$ cat config.mk
export PLATFORM = sky130hd
export DESIGN_NAME = ack_bus_arbiter_rr_flat
export DESIGN_NICKNAME = d
export VERILOG_FILES = /design/src/rtl/ack_bus_arbiter_rr_if.sv /design/src/rtl/ack_bus_arbiter_rr.sv /design/src/flat_wrapper.sv
export SDC_FILE = /design/constraint.sdc
export NUM_CORES = 1
export LEC_CHECK = 0
export CELL_PAD_IN_SITES_DETAIL_PLACEMENT = 1
export CELL_PAD_IN_SITES_GLOBAL_PLACEMENT = 2
export CORE_ASPECT_RATIO = 0.5
export CORE_MARGIN = 2
export CORE_UTILIZATION = 30
export DETAILED_ROUTE_END_ITERATION = 16
export PLACE_DENSITY = 0.81
export SYNTH_ARGS = -nofsm -noshare
export SYNTH_HDL_FRONTEND = slang
export SYNTH_SLANG_ARGS = --single-unit
$ cat constraint.sdc
create_clock -name clk -period 2.9 [get_ports clk]
set_input_delay 0.435 -clock clk [delete_from_list [all_inputs] [get_ports clk]]
set_output_delay 0.435 -clock clk [all_outputs]
set_load 0.005 [all_outputs]
$ cat src/rtl/ack_bus_arbiter_rr_if.sv
// ack_bus_arbiter_rr_if: request/grant bundle between the ACK requesters and
// the ACK bus arbiter.
//
// Handshake: a requester raises req[i] and holds it high for its whole
// transfer. The arbiter answers with a registered one-hot grant one cycle
// after it samples the request. The winner owns the bus for as long as its
// req stays high. Dropping req releases the bus, and grant falls on the
// following edge. grant_valid is always equal to |grant.
interface ack_bus_arbiter_rr_if #(
  parameter int N_REQ = 4,
  parameter int ID_W  = (N_REQ > 1) ? $clog2(N_REQ) : 1
);
  logic [N_REQ-1:0] req;
  logic             rr_mode;
  logic [N_REQ-1:0] grant;
  logic             grant_valid;
  logic [ID_W-1:0]  winner_id;
  logic             ack_event;
  logic             busy;
  logic             timeout_pulse;

  // Requester side
  modport master (
    output req, rr_mode,
    input  grant, grant_valid, winner_id, ack_event, busy, timeout_pulse
  );

  // Arbiter side
  modport slave (
    input  req, rr_mode,
    output grant, grant_valid, winner_id, ack_event, busy, timeout_pulse
  );
endinterface

$ cat src/rtl/ack_bus_arbiter_rr.sv
// ack_bus_arbiter_rr: registered ACK-bus arbiter for N_REQ requesters.
// Supports fixed-priority mode (highest index wins) and round-robin mode.
// The winner holds the grant until it drops req. TURNAROUND idle cycles
// separate one grant from the next.
// Optional macro ACK_ARB_TIMEOUT_EN adds a MAX_HOLD grant limit. The holder
// is force-released when the limit is reached and stays masked until it
// drops its req once.
module ack_bus_arbiter_rr #(
  parameter int N_REQ      = 4,
  parameter int ID_W       = (N_REQ > 1) ? $clog2(N_REQ) : 1,
  parameter int TURNAROUND = 1,
  parameter int MAX_HOLD   = 255
) (
  input  logic                 clk,
  input  logic                 rst_n,
  ack_bus_arbiter_rr_if.slave  bus,
  output logic [1:0]           dbg_state_o
);

  if (N_REQ < 1 || N_REQ > 16 || TURNAROUND < 0 || TURNAROUND > 3 ||
      MAX_HOLD < 1 || MAX_HOLD > 65535) begin : g_param_check
    $error("ack_bus_arbiter_rr: parameter out of range");
  end

  typedef enum logic [1:0] {
    IDLE  = 2'd0,
    GRANT = 2'd1,
    GAP   = 2'd2
  } state_e;

  // The gap counter counts down to zero, so a GAP of TURNAROUND cycles loads TURNAROUND-1.
  localparam logic [1:0]      GAP_LOAD = (TURNAROUND > 0) ? 2'(TURNAROUND - 1) : 2'd0;
  localparam logic [ID_W-1:0] LAST_IDX = ID_W'(N_REQ - 1);

  state_e           state_q, state_d;
  logic [N_REQ-1:0] grant_q, grant_d;
  logic             valid_q;
  logic [ID_W-1:0]  winner_q, winner_d;
  logic [ID_W-1:0]  ptr_q, ptr_d;
  logic [1:0]       gap_q, gap_d;

  logic [N_REQ-1:0] eff_req;
  logic [N_REQ-1:0] arb_req;
  logic             held;
  logic             force_rel;
  logic             arb_en;
  logic             issue;
  logic             sel_found;
  logic [ID_W-1:0]  sel_idx;

  // Round-robin candidate index: pointer plus offset, wrapped at N_REQ.
  function automatic logic [ID_W-1:0] rr_idx(input logic [ID_W-1:0] base, input int offset);
    int s;
    s = int'(base) + offset;
    if (s >= N_REQ) s = s - N_REQ;
    return ID_W'(s);
  endfunction

  // The current holder still wants the bus.
  assign held = |(grant_q & bus.req);

  // The holder's own slot is never a candidate at its release edge.
  assign arb_req = eff_req & ~grant_q;

  // Winner selection for the arbitration edge.
  always_comb begin
    sel_found = 1'b0;
    sel_idx   = '0;
    if (bus.rr_mode) begin
      // Walk offsets from far to near so that the nearest hit to the pointer wins.
      for (int k = N_REQ - 1; k >= 0; k--) begin
        if (arb_req[rr_idx(ptr_q, k)]) begin
          sel_found = 1'b1;
          sel_idx   = rr_idx(ptr_q, k);
        end
      end
    end else begin
      // The highest set index wins.
      for (int i = 0; i < N_REQ; i++) begin
        if (arb_req[i]) begin
          sel_found = 1'b1;
          sel_idx   = ID_W'(i);
        end
      end
    end
  end

  // Next-state and next-grant logic for IDLE/GRANT/GAP.
  always_comb begin
    state_d  = state_q;
    grant_d  = grant_q;
    winner_d = winner_q;
    ptr_d    = ptr_q;
    gap_d    = gap_q;
    arb_en   = 1'b0;
    case (state_q)
      IDLE: arb_en = 1'b1;
      GRANT: begin
        if (!held || force_rel) begin
          if (TURNAROUND > 0) begin
            state_d = GAP;
            grant_d = '0;
            gap_d   = GAP_LOAD;
          end else begin
            arb_en = 1'b1;
          end
        end
      end
      GAP: begin
        if (gap_q != 2'd0) gap_d = gap_q - 2'd1;
        else               arb_en = 1'b1;
      end
      default: begin
        state_d = IDLE;
        grant_d = '0;
      end
    endcase
    if (arb_en) begin
      if (sel_found) begin
        state_d  = GRANT;
        grant_d  = N_REQ'(1) << sel_idx;
        winner_d = sel_idx;
        ptr_d    = (sel_idx == LAST_IDX) ? '0 : sel_idx + ID_W'(1);
      end else begin
        state_d = IDLE;
        grant_d = '0;
      end
    end
  end

  assign issue = arb_en && sel_found;

  // State, grant and pointer registers.
  always_ff @(posedge clk or negedge rst_n) begin
    if (!rst_n) begin
      state_q  <= IDLE;
      grant_q  <= '0;
      valid_q  <= 1'b0;
      winner_q <= '1;
      ptr_q    <= '0;
      gap_q    <= 2'd0;
    end else begin
      state_q  <= state_d;
      grant_q  <= grant_d;
      valid_q  <= |grant_d;
      winner_q <= winner_d;
      ptr_q    <= ptr_d;
      gap_q    <= gap_d;
    end
  end

`ifdef ACK_ARB_TIMEOUT_EN
  localparam logic [15:0] HOLD_LAST = 16'(MAX_HOLD - 1);

  logic [15:0]      hold_q, hold_d;
  logic [N_REQ-1:0] mask_q, mask_d;
  logic             tmo_q;

  // hold_q counts completed grant cycles. The release is forced at the edge
  // that ends the MAX_HOLD-th grant cycle.
  assign force_rel = (state_q == GRANT) && held && (hold_q == HOLD_LAST);
  assign eff_req   = bus.req & ~mask_q;

  // Hold counter and offender mask. A mask bit clears once its req is seen low.
  always_comb begin
    hold_d = hold_q;
    if (issue)                  hold_d = 16'd0;
    else if (state_q == GRANT)  hold_d = hold_q + 16'd1;
    mask_d = mask_q & bus.req;
    if (force_rel) mask_d = mask_d | grant_q;
  end

  // Timeout registers.
  always_ff @(posedge clk or negedge rst_n) begin
    if (!rst_n) begin
      hold_q <= 16'd0;
      mask_q <= '0;
      tmo_q  <= 1'b0;
    end else begin
      hold_q <= hold_d;
      mask_q <= mask_d;
      tmo_q  <= force_rel;
    end
  end

  assign bus.timeout_pulse = tmo_q;
`else
  assign force_rel         = 1'b0;
  assign eff_req           = bus.req;
  assign bus.timeout_pulse = 1'b0;
`endif

  assign bus.grant       = grant_q;
  assign bus.grant_valid = valid_q;
  assign bus.winner_id   = winner_q;
  assign bus.ack_event   = |bus.req;
  assign bus.busy        = (state_q != IDLE);
  assign dbg_state_o     = state_q;

endmodule

$ cat src/flat_wrapper.sv
// flat-port wrapper written by rule: the top's interface ports become plain ports
module ack_bus_arbiter_rr_flat 
#(
  parameter int N_REQ      = 4,
  parameter int ID_W       = (N_REQ > 1) ? $clog2(N_REQ) : 1,
  parameter int TURNAROUND = 1,
  parameter int MAX_HOLD   = 255
)
  (clk, rst_n, dbg_state_o, bus_req, bus_rr_mode, bus_grant, bus_grant_valid, bus_winner_id, bus_ack_event, bus_busy, bus_timeout_pulse);
  ack_bus_arbiter_rr_if #(.N_REQ(N_REQ), .ID_W(ID_W)) bus_i ();
  input  logic clk;
  input  logic rst_n;
  output logic [1:0] dbg_state_o;
  input wire logic [$bits(bus_i.req)-1:0] bus_req;
  input wire logic [$bits(bus_i.rr_mode)-1:0] bus_rr_mode;
  output wire logic [$bits(bus_i.grant)-1:0] bus_grant;
  output wire logic [$bits(bus_i.grant_valid)-1:0] bus_grant_valid;
  output wire logic [$bits(bus_i.winner_id)-1:0] bus_winner_id;
  output wire logic [$bits(bus_i.ack_event)-1:0] bus_ack_event;
  output wire logic [$bits(bus_i.busy)-1:0] bus_busy;
  output wire logic [$bits(bus_i.timeout_pulse)-1:0] bus_timeout_pulse;
  assign bus_i.req = bus_req;
  assign bus_i.rr_mode = bus_rr_mode;
  assign bus_grant = bus_i.grant;
  assign bus_grant_valid = bus_i.grant_valid;
  assign bus_winner_id = bus_i.winner_id;
  assign bus_ack_event = bus_i.ack_event;
  assign bus_busy = bus_i.busy;
  assign bus_timeout_pulse = bus_i.timeout_pulse;
  ack_bus_arbiter_rr #(.N_REQ(N_REQ), .ID_W(ID_W), .TURNAROUND(TURNAROUND), .MAX_HOLD(MAX_HOLD)) u_core (.clk(clk), .rst_n(rst_n), .bus(bus_i), .dbg_state_o(dbg_state_o));
endmodule
==> impl_summary.log <==
INFO  metric status = completed
INFO  metric slew_viol_final = 0
INFO  metric cts.htree.levels = 1
INFO  metric nNetsFinal = 118
INFO  metric synthesis.instances = 85
INFO  metric clkTransAtPathRegs = 0.06 ns
INFO  metric stdcell_count = ~140
INFO  metric die_width = 78.54 µm
INFO  metric cts_sinks = 13
INFO  metric drtAntennaViolNets = 0
INFO  metric ys_seq_elements = 13
INFO  metric power_density = 1066 mW/mm²
INFO  metric global_route.usage.total = 0.1638
INFO  metric synth_flop_cell = dfrtp_1
INFO  metric place.detailed.instances = about 140
INFO  metric final_layout_size_suffix_gt1_frac = 0.1429
INFO  metric slew_headroom = 0.5566
INFO  metric critPathTopFamily = buffers and inverters
INFO  metric num_io_pins = 19
INFO  metric synthToLayoutAreaGrowth = 30.93%
INFO  metric dr.first_iter.drc_count = 20
INFO  metric overall_die_area = 0.003241 mm²
INFO  metric worst_path_largest_cell_delay = about 0.70 ns
INFO  metric critical_path_cell_list = clkdlybuf4s50_1 > or4_2 > clkdlybuf4s50_1
INFO  metric synth_edf_count = 0
INFO  metric clock-root-buffer = clkbuf_8
INFO  metric globalplace.congestion = 0.8572
INFO  metric vdd_drop_max = 0.3450 mV
INFO  metric fin_total_pwr = 1.163 mW
INFO  metric cts_hold_buffers = 0
INFO  metric initial_core_utilization = 0.3182
INFO  metric hpwlAfterDp = 1.811 mm
INFO  metric p_leak = 0.4624 nW
INFO  metric synthesis.area = 833.3 µm²
INFO  metric top_post_synthesis_cells_by_count = dfrtp_1 (11), nand2_1 (7), inv_1 (6), o21ai_0 (6)
INFO  metric crit_buf_inv = 2
INFO  metric initial_antenna_violation_count = 0
INFO  metric yosys.cell_count.top_type = dfrtp_1
INFO  metric finalSetupViolCount = 0
INFO  metric cp_data_required_time = between 2 and 2.5 ns
INFO  metric cts_repair_resize_count = 0
INFO  metric clock.fmax = 393.3 MHz
INFO  metric tritoncts = done
INFO  metric postSynth.asyncResetShare = 1.000
INFO  metric vias_per_cell = 5.169
INFO  metric critical_path_arrival = around 2.1 ns
INFO  metric port_buffers = 17
INFO  metric crit_path_start_kind = input pin
INFO  metric grt_pass1_wl = 3.760 mm
INFO  metric yosysTopAreaCell = dfrtp_1
INFO  metric yosysWarnings = 0
INFO  metric final_critical_path_time_including_i_o_delays_and_setup = about 2.5 ns
INFO  metric final.fill_count = 305
INFO  metric insertedDiodeCount = 0
INFO  metric route.detailed.drc = 0
INFO  metric post-cts-setup-buffer-count = 0
INFO  metric timing.critical_path.to_type = output port
INFO  metric rsz0062_at_grt = false
INFO  metric syn_avg_cell_area = 9.804 µm²
INFO  metric first_global_vias = 751
INFO  metric vias = about 730
INFO  metric holdWs = 0.5062 ns
INFO  metric synth_cell_type_count = between 40 and 50
INFO  metric synth_top_area_share = 0.3303
INFO  metric core_area = 0.002619 mm²
INFO  metric timing.setup.critical_path_class = input pin to output port
INFO  metric final.setup.tns = 0 ns
INFO  metric timing.max_cap.violations = 0
INFO  metric synthesis.nets = 97
INFO  metric finalWirelength = 2.305 mm
INFO  metric fp-row-count = 13
INFO  metric floorplan.die.height = 41.27 µm
INFO  metric clk_latency = roughly 0.25 ns
INFO  metric ys_top_cells_by_area = dfrtp_1 (33%), ha_1 (7.5%), dfstp_2 (6.3%)
INFO  metric yosysSeqAreaShare = 0.3934
INFO  metric post-route-period-util = 0.8766
INFO  metric grt-ovfl-total = 0
INFO  metric fin_skew = around 0.0015 ns
INFO  metric cts-root-to-sink-buffers = 2
INFO  metric max_slew.worst_pin.slew = 0.6630 ns
INFO  metric critical-path-top-cell-by-count = clkdlybuf4s50_1
INFO  metric largest_net_degree_at_the_start_of_global_routing = 14
INFO  metric firstDrtPassIters = 4
INFO  metric worst_hold_path_type = flip-flop to flip-flop
INFO  metric tritoncts.num_buffers = 3
INFO  metric drt-wirelength-per-cell = roughly 16 µm
INFO  metric path_max_fanout = 4
INFO  metric critical_path.slowest_cell = or4_2
INFO  metric final-hold-violation-count = 0
[worst reg2reg max path, delay by kind of cell (launching register included)]
family	cells	cell delay [ns]
AO/OA/AOI/OAI	3	0.71
adder cells (fa/ha/maj)	1	0.25
buffers and inverters	1	0.12
AND/OR/NAND/NOR	3	0.59
flip-flops	1	0.44
[layout by cell type, fill, tap and decap left out, drive strengths merged, types with 2 or more instances in the layout]
| master | n |
|---|---|
| or4 | 2 |
| a21oi | 2 |
| or2b | 2 |
| o21ai | 7 |
| a22o | 5 |
| dfstp | 2 |
| a22oi | 2 |
| clkdlybuf4s50 | 17 |
| dfrtp | 11 |
| or2 | 2 |
| nor2 | 2 |
| nand2 | 7 |
| ha | 5 |
| nor2b | 4 |
| nand3 | 2 |
| nand2b | 3 |
| o2bb2ai | 2 |
| clkbuf | 3 |
| inv | 6 |
| a32oi | 2 |
[report_power, final]
group,switching [mW],internal (mW)
clock,0.0728,0.0951
combinational,0.307,0.325
sequential,0.0943,0.269
total,0.474,0.689
[worst paths after layout]
path / end / slack [ns] / start / cells past startpoint
max in group asynchronous: u_core.dbg_state_o[0]$_DFFE_PN0P_ / 1.88 / rst_n / 1
min in group asynchronous: u_core.gap_q[0]$_DFFE_PN0P_ / 0.59 / rst_n / 1
worst max-delay path: bus_ack_event / 0.36 / bus_req[2] / 3
worst min register to register: u_core.bus.winner_id[0]$_DFFE_PN1P_ / 0.51 / u_core.bus.winner_id[0]$_DFFE_PN1P_ / 2
worst max register to register: u_core.bus.grant_valid$_DFF_PN0_ / 0.68 / u_core.bus.grant[2]$_DFF_PN0_ / 8
worst min-delay path: u_core.bus.winner_id[0]$_DFFE_PN1P_ / 0.51 / u_core.bus.winner_id[0]$_DFFE_PN1P_ / 2
[layer usage]
layer | share of wire | up-vias | track usage
met3 | 0.033 | 4 | 0.03524
met5 | 0 | - | 0
met4 | 0.013 | 0 | 0.06579
met2 | 0.47 | 15 | 0.3013
met1 | 0.48 | 365 | 0.1979
li1 | - | 350 | -
[flip-flops by register name (all words and copies together), names as in the netlist]
signal / flops
u_core.gap_q: 2
u_core.ptr_q: 2
u_core.dbg_state_o: 2
u_core.bus.grant_valid: 1
u_core.bus.winner_id: 2
u_core.bus.grant: 4
[final cells by class]
| type | instances | area, µm² | share of cell area |
|---|---|---|---|
| Clock buffer | 3 | 41.29 | 0.03784 |
| Timing Repair Buffer | 18 | 177.7 | 0.1628 |
| Inverter | 6 | 22.52 | 0.02064 |
| Tap cell | 37 | 46.29 | 0.04243 |
| Clock inverter | 1 | 5.005 | 0.004587 |
| Multi-Input combinational cell | 64 | 470.5 | 0.4312 |
| Sequential cell | 13 | 327.8 | 0.3005 |
[through the flow]
stage | util | cell area [µm²] | worst slack (ns)
floorplan | - | 833.3 | 0.8773
global placement | 0.3989 | 1045 | 0.2381
detailed placement | 0.3989 | 1045 | 0.2180
CTS | 0.4166 | 1091 | 0.3484
global route | 0.4166 | 1091 | 0.3084
finish | 0.4166 | 1091 | 0.3577
[cell families (layout without fill, tap and decap cells)]
kind of cell             after synthesis  in the layout  synth area share
flip-flops                            13             13            0.3934
XOR/XNOR                               1              1           0.01051
AO/OA/AOI/OAI                         26             26            0.2388
adder cells (fa/ha/maj)                5              5           0.07508
buffers and inverters                  8             28           0.04204
other                                  1              1          0.004500
AND/OR/NAND/NOR                       31             31            0.2358
No activity file was read; power rests on OpenSTA's default activity.
